==> config.mk <==
export PLATFORM = sky130hd
export DESIGN_NAME = spi_cmd_ctrl
export DESIGN_NICKNAME = d
export VERILOG_FILES = /design/src/rtl/spi_cmd_ctrl.sv
export SDC_FILE = /design/constraint.sdc
export NUM_CORES = 1
export LEC_CHECK = 0
export ABC_AREA = 1
export BUFFER_PORTS_ARGS = -buffer_cell sky130_fd_sc_hd__buf_4
export CORE_MARGIN = 3
export CORE_UTILIZATION = 55
export DETAILED_ROUTE_END_ITERATION = 8
export PLACE_DENSITY = 0.89
export REMOVE_ABC_BUFFERS = 1
export SLEW_MARGIN = 0
export SYNTH_ARGS = -nofsm -noshare
export SYNTH_HDL_FRONTEND = slang
export SYNTH_SLANG_ARGS = --single-unit
==> constraint.sdc <==
create_clock -name clk -period 4.2 [get_ports clk]
set_input_delay 0.84 -clock clk [delete_from_list [all_inputs] [get_ports clk]]
set_output_delay 0.84 -clock clk [all_outputs]
set_load 0.01 [all_outputs]
==> src/rtl/spi_cmd_ctrl.sv <==
// Command-frame controller between the SPI slave byte engine and the servo
// position register bank: decodes query/write/read frames and drives tx handshake.
module spi_cmd_ctrl #(
  parameter int         N_REG       = 18,
  parameter logic [7:0] STATUS_BYTE = 8'hD4,
  parameter logic [7:0] ID_BYTE     = 8'hC4,
  parameter int         TIMEOUT     = 50000,
  parameter logic [7:0] REG_RST     = 8'h80
) (
  input  logic               clk,
  input  logic               rst_n,
  input  logic               ncs,
  input  logic               rx_done,
  input  logic [7:0]         rx_data,
  input  logic               tx_done,
  output logic               tx_call,
  output logic [7:0]         tx_data,
  output logic [N_REG*8-1:0] servo_pos,
  output logic               wr_strobe,
  output logic               frame_ok,
  output logic [7:0]         err_cnt,
  output logic [2:0]         o_state
);

  // Handshake: rx_done/tx_done are single-cycle pulses from the slave; rx_data is
  // valid only while rx_done is high. tx_call rises with tx_data already stable and
  // both stay unchanged until the tx_done pulse (or an abort/timeout) clears them.

  localparam int         TW       = (TIMEOUT > 2) ? $clog2(TIMEOUT) : 1;
  localparam logic [TW-1:0] TMO_LAST = TW'(TIMEOUT - 1);
  localparam logic [7:0] N_REG_B  = 8'(N_REG);

  localparam logic [7:0] CMD_STATUS = 8'h06;
  localparam logic [7:0] CMD_ID     = 8'hAA;
  localparam logic [7:0] CMD_WRITE  = 8'h10;
  localparam logic [7:0] CMD_READ   = 8'h20;

  typedef enum logic [2:0] {
    IDLE     = 3'd0,
    GET_ADDR = 3'd1,
    GET_DATA = 3'd2,
    TX_LOAD  = 3'd3,
    TX_WAIT  = 3'd4
  } state_t;

  state_t          r_state;
  state_t          w_state_next;
  logic            r_ncs_meta;
  logic            r_ncs_sync;
  logic            r_op_write;
  logic [7:0]      r_addr;
  logic [7:0]      r_tx_data;
  logic            r_tx_call;
  logic            r_wr_strobe;
  logic            r_frame_ok;
  logic [7:0]      r_err_cnt;
  logic [TW-1:0]   r_tmo_cnt;
  logic [7:0]      r_regs [N_REG];

  logic            w_timed;
  logic            w_timeout;
  logic            w_err_inc;
  logic            w_wr_en;
  logic            w_frame_done;
  logic            w_tx_set;
  logic [7:0]      w_tx_val;
  logic            w_tx_clear;
  logic            w_call_set;
  logic            w_op_latch;
  logic            w_addr_latch;
  logic [7:0]      w_rd_val;

  // Chip select crosses in asynchronously; reset to deselected.
  always_ff @(posedge clk or negedge rst_n) begin
    if (!rst_n) begin
      r_ncs_meta <= 1'b1;
      r_ncs_sync <= 1'b1;
    end else begin
      r_ncs_meta <= ncs;
      r_ncs_sync <= r_ncs_meta;
    end
  end

  always_comb begin
    w_rd_val = 8'h00;
    for (int k = 0; k < N_REG; k++) begin
      if (rx_data == 8'(k)) w_rd_val = r_regs[k];
    end
  end

  assign w_timed   = (r_state == GET_ADDR) || (r_state == GET_DATA) || (r_state == TX_WAIT);
  assign w_timeout = w_timed && (r_tmo_cnt == TMO_LAST);

  always_ff @(posedge clk or negedge rst_n) begin
    if (!rst_n) r_state <= IDLE;
    else        r_state <= w_state_next;
  end

  // Priority: chip-select abort, then byte/tx events, then timeout.
  always_comb begin
    w_state_next = r_state;
    w_err_inc    = 1'b0;
    w_wr_en      = 1'b0;
    w_frame_done = 1'b0;
    w_tx_set     = 1'b0;
    w_tx_val     = 8'h00;
    w_tx_clear   = 1'b0;
    w_call_set   = 1'b0;
    w_op_latch   = 1'b0;
    w_addr_latch = 1'b0;
    if ((r_state != IDLE) && r_ncs_sync) begin
      w_state_next = IDLE;
      w_tx_clear   = 1'b1;
      w_err_inc    = (r_state == GET_ADDR) || (r_state == GET_DATA);
    end else begin
      case (r_state)
        IDLE: begin
          if (rx_done) begin
            case (rx_data)
              CMD_STATUS: begin
                w_tx_set     = 1'b1;
                w_tx_val     = STATUS_BYTE;
                w_state_next = TX_LOAD;
              end
              CMD_ID: begin
                w_tx_set     = 1'b1;
                w_tx_val     = ID_BYTE;
                w_state_next = TX_LOAD;
              end
              CMD_WRITE, CMD_READ: begin
                w_op_latch   = 1'b1;
                w_state_next = GET_ADDR;
              end
              default: w_err_inc = 1'b1;
            endcase
          end
        end
        GET_ADDR: begin
          if (rx_done) begin
            w_addr_latch = 1'b1;
            if (r_op_write) begin
              w_state_next = GET_DATA;
            end else begin
              w_tx_set     = 1'b1;
              w_tx_val     = w_rd_val;
              w_err_inc    = (rx_data >= N_REG_B);
              w_state_next = TX_LOAD;
            end
          end else if (w_timeout) begin
            w_err_inc    = 1'b1;
            w_state_next = IDLE;
          end
        end
        GET_DATA: begin
          if (rx_done) begin
            if (r_addr < N_REG_B) begin
              w_wr_en      = 1'b1;
              w_frame_done = 1'b1;
            end else begin
              w_err_inc = 1'b1;
            end
            w_state_next = IDLE;
          end else if (w_timeout) begin
            w_err_inc    = 1'b1;
            w_state_next = IDLE;
          end
        end
        TX_LOAD: begin
          w_call_set   = 1'b1;
          w_state_next = TX_WAIT;
        end
        TX_WAIT: begin
          if (tx_done) begin
            w_tx_clear   = 1'b1;
            w_frame_done = 1'b1;
            w_state_next = IDLE;
          end else if (w_timeout) begin
            w_tx_clear   = 1'b1;
            w_err_inc    = 1'b1;
            w_state_next = IDLE;
          end
        end
        default: w_state_next = IDLE;
      endcase
    end
  end

  always_ff @(posedge clk or negedge rst_n) begin
    if (!rst_n) begin
      r_op_write  <= 1'b0;
      r_addr      <= 8'h00;
      r_tx_data   <= 8'h00;
      r_tx_call   <= 1'b0;
      r_wr_strobe <= 1'b0;
      r_frame_ok  <= 1'b0;
      r_err_cnt   <= 8'h00;
      r_tmo_cnt   <= '0;
    end else begin
      r_wr_strobe <= w_wr_en;
      r_frame_ok  <= w_frame_done;
      if (w_op_latch)   r_op_write <= (rx_data == CMD_WRITE);
      if (w_addr_latch) r_addr     <= rx_data;
      if (w_tx_clear)    r_tx_data <= 8'h00;
      else if (w_tx_set) r_tx_data <= w_tx_val;
      if (w_tx_clear)      r_tx_call <= 1'b0;
      else if (w_call_set) r_tx_call <= 1'b1;
      if (w_err_inc && (r_err_cnt != 8'hFF)) r_err_cnt <= r_err_cnt + 8'd1;
      if (!w_timed || rx_done || tx_done || w_timeout) r_tmo_cnt <= '0;
      else                                             r_tmo_cnt <= r_tmo_cnt + 1'b1;
    end
  end

  always_ff @(posedge clk or negedge rst_n) begin
    if (!rst_n) begin
      for (int k = 0; k < N_REG; k++) r_regs[k] <= REG_RST;
    end else begin
      for (int k = 0; k < N_REG; k++) begin
        if (w_wr_en && (r_addr == 8'(k))) r_regs[k] <= rx_data;
      end
    end
  end

  for (genvar g = 0; g < N_REG; g++) begin : g_pos
    assign servo_pos[8*g +: 8] = r_regs[g];
  end

  assign tx_call   = r_tx_call;
  assign tx_data   = r_tx_data;
  assign wr_strobe = r_wr_strobe;
  assign frame_ok  = r_frame_ok;
  assign err_cnt   = r_err_cnt;
  assign o_state   = r_state;

endmodule
==> summary.txt <==
total power divided by cell area: 442.0 mW/mm^2
maximum number of pins on one net before global-route repair: 84
main flop type after synthesis: dfrtp_1
CTS Hold Bufs: 0
antenna diode instance count: 0
share of post-route cells with drive strength above 1: 0.2056
highest achievable clock rate: 0.3354 GHz
number of maximum-capacitance violations: 0
net switching fraction of the power: 0.3214
share of synthesized flip-flops with an asynchronous set or reset: 1.000
length of the first detailed-routing pass in iterations: 7
remaining number of nets flagged by the antenna check after routing: 0
# clock sinks: 193
number of setup buffers added after CTS: 0
global-route wire length before repair: 42280 um
initial standard-cell utilization of the core: 0.5640
syn avg cell area: 8.116 um^2
count of buffers from port buffering: 178
number of synthesized flops with an enable pin: 0
Filler Cell Count: 1234
antenna violations before repair: 0
Via-to-Cell Ratio: 5.831
per-cell routed wire length: 18.08 um
layout net count: 1287
Remaining DRCs: 0
Rows: 46
area of the mapped netlist: 0.008992 mm^2
Worst Tran Pin Value: 1039 ps
switching power of the nets: 0.001565 W
setup slack of the most critical reg-to-reg path: 1640 ps
#FFs+latches synth: 193
buffer type at the clock tree root: clkbuf_16
sequential share of the synthesized area: 0.5399
top fanout value on the critical path: 21
count of warnings emitted by yosys: 0
final hold violation count: 0
aggregate negative setup slack: 0 ps
Die Width: 133.9 um
RSZ-0062 raised after global routing: no
routed wire length: 27120 um
Tmin final: 2982 ps
CP Capture Type: register
Clock H-tree levels: 4
worst vdd ir: 0.4002 mV
half-perimeter wire length after placement: 19070 um
Slew HR: 0.3010
die span in y: 133.9 um
Area growth syn-to-layout: 22.47%
sequential share of power: 0.485
FF-to-FF Start: o_state[1]
number of setup violations in the final report: 0
Num CTS Buffers: 17
worst setup path endpoint: err_cnt[6]
kind of path behind the tightest hold check: reg2reg
capturing point of the worst reg2reg path: servo_pos[27]
Max Slew Vio Count: 0
area occupied by multi-input gates: 0.003681 mm^2
post-route clock period utilization: 0.7099
weighted congestion reported at the end of routability-driven placement: 0.9245
Overall Global Routing Usage: 0.3008
start-to-end type of the worst setup path: in2reg
startpoint type of the worst setup path: input port
LEAKAGE: 5.342 nW
Internal: 0.003303 W
Register Area: 0.004855 mm^2
area of the placeable core: 0.01594 mm^2
Arrival @ worst endpoint: 3320 ps
CP Launch Point: rx_data[3]
Clock transition at path regs: 60 ps
via count of the first global-routing pass: 8123
number of cells in the design after placement: 1469
number of top-level design ports: 179
Remaining Overflow, GRT: 0
initial DRC count: 1022
die footprint: 0.01792 mm^2
share of total power in the clock network: 0.304
vias: 8746
share of power burned in combinational logic: 0.211
number of instances resized during post-cts repair: 0
Post-Route Skew: 12.72 ps
outcome: completed
Final Non-Filler Cells: 1500
maximum root-to-sink buffer count: 2
number of instances in the synthesized netlist: 1108
post-synth cell types: 43
FF-to-FF path depth: 10
Required @ worst endpoint: 4540 ps
Clk Latency, worst-skew pair: 440 ps
CTS tree: done
[power by group through the flow]
stage	clock network, W	logic [W]	registers, W
6_report	0.00148	0.00103	0.00236
4_1_cts	0.00149	0.00103	0.00235
2_1_floorplan	0	0.000456	0.00239
3_5_place_dp	0	0.00102	0.00238
3_3_place_gp	0	0.000981	0.00237
5_1_grt	0.00157	0.00114	0.00239
[cell usage after synthesis (all sizes together), types with 3 or more instances]
library cell | instances | area [um^2]
xnor2 | 3 | 26.28
nand2 | 377 | 1433
a21oi | 36 | 180.2
or2 | 10 | 62.56
nand3 | 29 | 145.1
nor3b | 7 | 52.55
nand4 | 24 | 165.2
nor3 | 14 | 80.08
xor2 | 4 | 35.03
nor2 | 99 | 440.4
inv | 80 | 300.3
clkbuf | 25 | 93.84
o21ai | 169 | 849.6
dfrtp | 173 | 4329
nor4 | 9 | 62.56
dfstp | 20 | 525.5
buf | 11 | 57.56
[worst max-delay path: stages]
cell and delay, ps:
buf_4 130, inv_1 580, nor2_1 80, inv_1 220, nor2_1 100, nand4_1 80
o21ai_1 150, nor2_1 180, nand2_1 80, o311ai_1 80, o21ai_1 100, nand2_1 110
o21ai_2 120, nor2_2 140, nand3_1 120, xnor2_1 200
[layout make-up]
cell class | instances | share of cell area
Tap cell | 216 | 0.02454
Clock buffer | 23 | 0.04249
Multi-Input combinational cell | 798 | 0.3342
Inverter | 81 | 0.02772
Sequential cell | 193 | 0.4408
Clock inverter | 8 | 0.005340
Timing Repair Buffer | 181 | 0.1249
[logic make-up after synthesis]
| family | after synthesis | share of synthesized area |
|---|---|---|
| buffers and inverters | 117 | 0.05079 |
| flip-flops | 193 | 0.5399 |
| AND/OR/NAND/NOR | 573 | 0.2745 |
| adder cells (fa/ha/maj) | 2 | 0.002782 |
| XOR/XNOR | 7 | 0.006818 |
| multiplexers | 1 | 0.001252 |
| AO/OA/AOI/OAI | 215 | 0.1240 |
[worst min-delay path by stage]
stage,to,slack [ps],cells past startpoint,start
3_5_place_dp,r_ncs_sync,350,0,r_ncs_meta
3_3_place_gp,r_ncs_sync,350,0,r_ncs_meta
4_1_cts,r_ncs_sync,360,0,r_ncs_meta
6_report,r_ncs_sync,360,0,r_ncs_meta
2_1_floorplan,r_ncs_sync,350,0,r_ncs_meta
5_1_grt,r_ncs_sync,360,0,r_ncs_meta
[metal layers]
metal  GRT usage  up-vias  routed length, um
met3     0.06639       82               2896
met4      0.1337        0                943
met2      0.4669      588              12710
li1            -     3936                  -
met5           0        -                  0
met1      0.4103     4140              10570
[per-stage QoR]
step	setup slack (ps)	power [W]	hold slack, ps	util	instance area (um^2)
2_1_floorplan	1727	0.002846	345.2	-	8841
3_3_place_gp	947.5	0.003354	347.1	0.6577	10490
3_5_place_dp	878.1	0.003396	349.5	0.6577	10490
4_1_cts	1282	0.004866	358.5	0.6908	11010
5_1_grt	1087	0.005096	359.2	0.6908	11010
6_report	1218	0.004868	357.3	0.6908	11010
[registers in the layout, summed over array words and instances, names as in the netlist]
signal / cells
servo_pos: 144
r_tmo_cnt: 16
err_cnt: 8
r_addr: 8
tx_data: 8
o_state: 3
frame_ok: 1
r_ncs_meta: 1
r_ncs_sync: 1
r_op_write: 1
tx_call: 1
wr_strobe: 1
[placed cells by master, fill, tap and decap left out, drive strengths merged, types with 2 or more instances in the layout]
master,netlist,layout
o21ai,169,169
nor2,99,99
nor3b,7,7
dfrtp,173,173
clkinv,1,4
a21oi,36,36
xnor2,3,3
clkbuf,25,23
buf,11,181
nand3,29,29
nor3,14,14
a311oi,2,2
ha,2,2
inv,80,82
or2,10,10
xor2,4,4
clkinvlp,0,3
and3,2,2
nand3b,2,2
nor4,9,9
nand2,377,377
dfstp,20,20
nand4,24,24
o22ai,2,2
Note: power is estimated with default switching activity, not from simulation.
